<file path="config.mk">
export PLATFORM = sky130hd
export DESIGN_NAME = rf_multiport_bypass
export DESIGN_NICKNAME = d
export VERILOG_FILES = /design/src/rtl/rf_multiport_bypass_pkg.sv /design/src/rtl/rf_multiport_bypass_ram_column.sv /design/src/rtl/rf_multiport_bypass.sv
export SDC_FILE = /design/constraint.sdc
export NUM_CORES = 1
export LEC_CHECK = 0
export BUFFER_PORTS_ARGS = -buffer_cell sky130_fd_sc_hd__buf_2
export CAP_MARGIN = 10
export CORE_MARGIN = 10
export CORE_UTILIZATION = 45
export DETAILED_ROUTE_END_ITERATION = 12
export GPL_TIMING_DRIVEN = 1
export SYNTH_ARGS = -nofsm -noshare
export SYNTH_HDL_FRONTEND = slang
export SYNTH_SLANG_ARGS = --single-unit
</file>
<file path="constraint.sdc">
create_clock -name RF_CLK -period 5.8 [get_ports RF_CLK]
set_input_delay 0.29 -clock RF_CLK [delete_from_list [all_inputs] [get_ports RF_CLK]]
set_output_delay 0.29 -clock RF_CLK [all_outputs]
set_load 0.02 [all_outputs]
</file>
<file path="src/rtl/rf_multiport_bypass_pkg.sv">
// rf_multiport_bypass_pkg: default geometry and clear-sequencer state encoding
package rf_multiport_bypass_pkg;
  localparam int DEF_DATA_W = 16;
  localparam int DEF_DEPTH  = 32;
  localparam int DEF_NUM_RD = 3;
  typedef enum logic {ST_IDLE = 1'b0, ST_CLEAR = 1'b1} rf_state_e;
endpackage

</file>
<file path="src/rtl/rf_multiport_bypass_ram_column.sv">
// rf_ram_column: 2-bit wide column, async multi-port read, sync single write
module rf_ram_column #(
  parameter int DEPTH  = 32,
  parameter int ADDR_W = 5,
  parameter int NP     = 4
) (
  input  logic              clk,
  input  logic              we_i,
  input  logic [ADDR_W-1:0] waddr_i,
  input  logic [1:0]        wdata_i,
  input  logic [NP*ADDR_W-1:0] raddr_i,
  output logic [NP*2-1:0]   rdata_o
);
  logic [1:0] mem [DEPTH];
  always_ff @(posedge clk)
    if (we_i) mem[waddr_i] <= wdata_i;
  for (genvar p = 0; p < NP; p++) begin : g_rd
    assign rdata_o[2*p +: 2] = mem[raddr_i[p*ADDR_W +: ADDR_W]];
  end
endmodule

</file>
<file path="src/rtl/rf_multiport_bypass.sv">
// rf_multiport_bypass: parametrised multi-read register file with write-first
// bypass, optional registered reads and a hardware clear sequencer
module rf_multiport_bypass
  import rf_multiport_bypass_pkg::*;
#(
  parameter int DATA_W   = DEF_DATA_W,
  parameter int DEPTH    = DEF_DEPTH,
  parameter int ADDR_W   = 5,
  parameter int NUM_RD   = DEF_NUM_RD,
  parameter int READ_LAT = 0,
  parameter int BYPASS   = 1
) (
  input  logic                     RF_CLK,
  input  logic                     RF_RST,
  input  logic                     RF_WE,
  input  logic [ADDR_W-1:0]        RF_ADDRD,
  input  logic [DATA_W-1:0]        RF_DIN,
  input  logic [NUM_RD*ADDR_W-1:0] RF_RADDR,
  output logic [NUM_RD*DATA_W-1:0] RF_DO,
  output logic [DATA_W-1:0]        RF_DOD,
  input  logic                     RF_CLR,
  output logic                     RF_BUSY
);
  localparam int NP   = NUM_RD + 1;
  localparam int NCOL = DATA_W / 2;
  rf_state_e state_q, state_d;
  logic [ADDR_W-1:0] cnt_q, cnt_d;
  logic busy, wr_en;
  logic [ADDR_W-1:0] wr_addr;
  logic [DATA_W-1:0] wr_data;
  logic [NP*ADDR_W-1:0] rd_addr;
  logic [NP*2-1:0] col_rd [NCOL];
  logic [DATA_W-1:0] raw [NP];
  logic [DATA_W-1:0] val [NP];
  logic [DATA_W-1:0] rd_q [NP];
  logic [DATA_W-1:0] rd_o [NP];
  assign busy    = state_q == ST_CLEAR;
  assign RF_BUSY = busy;
  // DEPTH is a power of two, so the counter wraps to 0 on its own after the last entry
  always_comb begin
    state_d = busy ? (&cnt_q ? ST_IDLE : ST_CLEAR) : (RF_CLR ? ST_CLEAR : ST_IDLE);
    cnt_d   = busy ? cnt_q + 1'b1 : '0;
  end
  always_ff @(posedge RF_CLK)
    if (RF_RST) begin
      state_q <= ST_CLEAR;
      cnt_q   <= '0;
    end else begin
      state_q <= state_d;
      cnt_q   <= cnt_d;
    end
  assign wr_en   = busy | RF_WE;
  assign wr_addr = busy ? cnt_q : RF_ADDRD;
  assign wr_data = busy ? '0 : RF_DIN;
  // the extra read port on every column serves RF_DOD
  assign rd_addr = {RF_ADDRD, RF_RADDR};
  for (genvar c = 0; c < NCOL; c++) begin : g_col
    rf_ram_column #(.DEPTH(DEPTH), .ADDR_W(ADDR_W), .NP(NP)) u_col (
      .clk     (RF_CLK),
      .we_i    (wr_en),
      .waddr_i (wr_addr),
      .wdata_i (wr_data[2*c +: 2]),
      .raddr_i (rd_addr),
      .rdata_o (col_rd[c])
    );
  end
  always_comb begin
    raw = '{default: '0};
    val = '{default: '0};
    for (int p = 0; p < NP; p++) begin
      for (int c = 0; c < NCOL; c++) raw[p][2*c +: 2] = col_rd[c][2*p +: 2];
      val[p] = busy ? '0 :
               (BYPASS != 0 && RF_WE && rd_addr[p*ADDR_W +: ADDR_W] == RF_ADDRD) ? RF_DIN : raw[p];
    end
  end
  always_ff @(posedge RF_CLK)
    if (RF_RST) rd_q <= '{default: '0};
    else rd_q <= val;
  // masking after the register keeps outputs at zero on the first busy cycle too
  for (genvar p = 0; p < NP; p++) begin : g_out
    assign rd_o[p] = busy ? '0 : (READ_LAT != 0 ? rd_q[p] : val[p]);
  end
  for (genvar k = 0; k < NUM_RD; k++) begin : g_do
    assign RF_DO[k*DATA_W +: DATA_W] = rd_o[k];
  end
  assign RF_DOD = rd_o[NUM_RD];
endmodule
</file>
==> impl_results.md <==
* Crit path DAT at 3960 ps
* Number of port buffers at 104
* Vias in the first global route at 23151
* Post-DP HPWL at 86.0 mm
* Multi-input gate area at 16600 sq um
* Vias per cell at 7.90
* Minimum clock period at 4250 ps
* Comb pwr share at 13.5%
* Placed Instances at 2890
* TritonCTS Buffers at 57
* DRT Pass-1 Iters at 6
* F_max at 236 MHz
* Final hold vios at 0
* Die X at 290 um
* Hold-fix buffers, CTS at 2
* Layout area overhead at 11.8%
* Cell with the most instances after synthesis: mux4_2
* Top_reg_cell synth: edfxtp_1
* Final Skew at 24.7 ps
* Max cap viols at 0
* Clk pwr share at 42.3%
* NetSw at 0.00240 W
* Worst slew pin tran at 1380 ps
* Netlist area before placement at 32800 sq um
* WL final at 135 mm
* Layout cell share with drive strength beyond 1 at 42.0%
* Setup CP Type: in -> out
* CORE AREA at 71900 sq um
* Vias post-DR at 23764
* Yosys cell types at 53
* Pin count of the biggest net entering global routing at 67
* Filler cell count at 5901
* First-pass GRT wire length at 188 mm
* Row cnt at 98
* GR peak layer: met2
* LEAKAGE at 11.8 nW
* Fin. max-slew vios at 0
* CP Capture Type: output port
* Top cell by count, worst path: buf_2
* Crit share post-route at 73.2%
* Ys async rst share at 0%
* GR Overflow Total at 0
* EDFF count, synth at 512
* Met2 GRT Util at 45.7%
* RSZ-0062 raised after global routing: false
* Max VDD drop at 0.270 mV
* Root Driver: clkbuf_16
* Slowest CP cell: nor2_1
* R2R depth at 5
* Worst-case clock buffer depth at 3
* Initial antenna violation count at 3
* Routed Antenna Nets at 0
* Reg area at 15500 sq um
* Hold Path Stages at 2
* Clock Sinks at 518
* CTS tree: built
* Most frequent cells after synthesis: 515 x mux4_2, 512 x edfxtp_1, 84 x nor2_1
* Switching share of power at 25.6%
* Non-filler cells, final at 3009
* PD cells at 255 nW/um^2
* TNS Setup at 0 ps
* Leading post-synthesis cells by cell area: edfxtp_1 47%, mux4_2 35%, mux2i_1 2.4%, o22ai_1 1.5%, buf_2 1.2%
* Worst endpoint required time at 5510 ps
* Outcome: finished clean
* Global-route usage over all layers at 31.3%
* Reg clk slew, reported paths at 60 ps
* Sequential share of power at 44.1%
* Crit-path max FO at 19
* Cts repair resizes at 0
* Slew margin rel. at 7.43%
* Die H at 290 um
* Maximum level of the CTS H-tree at 2
* Met1 usage at 40.2%
* Number of synthesized register bits at 518
* GR Util met3 at 11.5%
* Internal at 0.00697 W
* CP cell instances: buf_2 > clkinv_1 > buf_4 > nor2_1 > nand2_1 > a32o_1 > buf_2
* Routability cong. at 0.976
* Hold Path Class: in -> reg
* Initial core utilization at 45.7%
* Worst setup SP type: input port
* Drt initial violations at 4226
* Setup-failing EPs final at 0
* Area share of the largest cell type after synthesis at 46.9%
* R2r setup slk at 2710 ps
* Total I/O pin count at 105
* Die area at 84100 sq um
* Biggest area consumer among synthesized cells: edfxtp_1
* Cells after Synth at 1946
* Mapped Avg Cell Area at 16.9 sq um
* CP max stage delay at 1060 ps
* Drt wl/cell at 44.9 um
* Worst-Skew Late Latency at 650 ps
* Register area share after synthesis at 47.2%
* Final net count at 2048
* Post-CTS setup buffers at 0
* Yosys warns at 0
* Post-Syn Nets at 1988
* Residual DRC at 0
-- critical path, delay by kind of cell --
kind | cells | cell delay, ps
buf+inv | 4 | 1810
simple gates | 2 | 1320
compound gates | 1 | 510
-- area by class of cell --
class	count	share of cell area [%]
well taps	950	3.24
multi-input cells	1230	45.3
clock buffers	69	4.27
repair buffers	192	3.66
clock inverters	39	1.21
diodes	4	0.0273
inverters	7	0.0717
flip-flops and latches	518	42.3
-- routing by layer --
metal  share of wire, %  wire [um]
met1                 34      46300
met3                 16      21000
met5             0.0089         12
met2                 44      59400
met4                6.2       8410
-- metrics by stage --
stage / total power [W] / setup WS, ps / utilization [%] / instance area [sq um] / hold WS (ps)
floorplan: 0.00500 / 2980 / - / 32800 / 391
global placement: 0.00544 / 1600 / 48.1 / 34600 / 478
detailed placement: 0.00544 / 1570 / 48.1 / 34600 / 484
CTS: 0.00934 / 1550 / 50.9 / 36600 / 319
global route: 0.00957 / 1700 / 51.0 / 36700 / 161
finish: 0.00937 / 1550 / 51.0 / 36700 / 164
-- registers in the layout, summed over array words and instances, names as in the netlist --
signal / flops
g_col.u_col.mem: 512
cnt_q: 5
RF_BUSY: 1
-- power by group through the flow --
stage / sequential, W / combinational, W / clock [W]
floorplan: 0.00420 / 0.000806 / 0
global placement: 0.00421 / 0.00123 / 0
detailed placement: 0.00421 / 0.00123 / 0
CTS: 0.00413 / 0.00123 / 0.00397
global route: 0.00414 / 0.00129 / 0.00414
finish: 0.00413 / 0.00127 / 0.00397
-- cells in the final DEF (no fill, tap or decap), types with 32 or more instances in the layout --
cell,count
mux2i_1,78
nor2_1,51
mux4_2,515
a22oi_1,35
o22ai_1,81
nor3_1,40
buf_2,93
edfxtp_1,512
o21ai_0,32
buf_4,80
nor2b_1,37
a211oi_1,39
clkbuf_16,59
nand2_1,67
-- logic make-up (layout without fill, tap and decap cells) --
kind of cell             after synthesis  in the layout  synth area share [%]
multiplexers                         603            603                  38.1
flip-flops                           518            518                  47.2
AND/OR/NAND/NOR                      312            312                  4.64
AO/OA/AOI/OAI                        296            296                  6.53
buffers and inverters                198            307                  2.93
XOR/XNOR                              17             17                 0.454
adder cells (fa/ha/maj)                2              2                0.0763
other                                  0              4                     0
-- path summary, 6_finish.rpt --
kind | start | to
hold reg to reg | cnt_q[0] | cnt_q[0]
setup reg to reg | RF_BUSY | g_col[4].u_col.mem[18][0]
setup / recovery | RF_RADDR[8] | RF_DO[24]
hold / removal | RF_DIN[10] | g_col[5].u_col.mem[14][0]
Power figures use the tool's default switching activity.
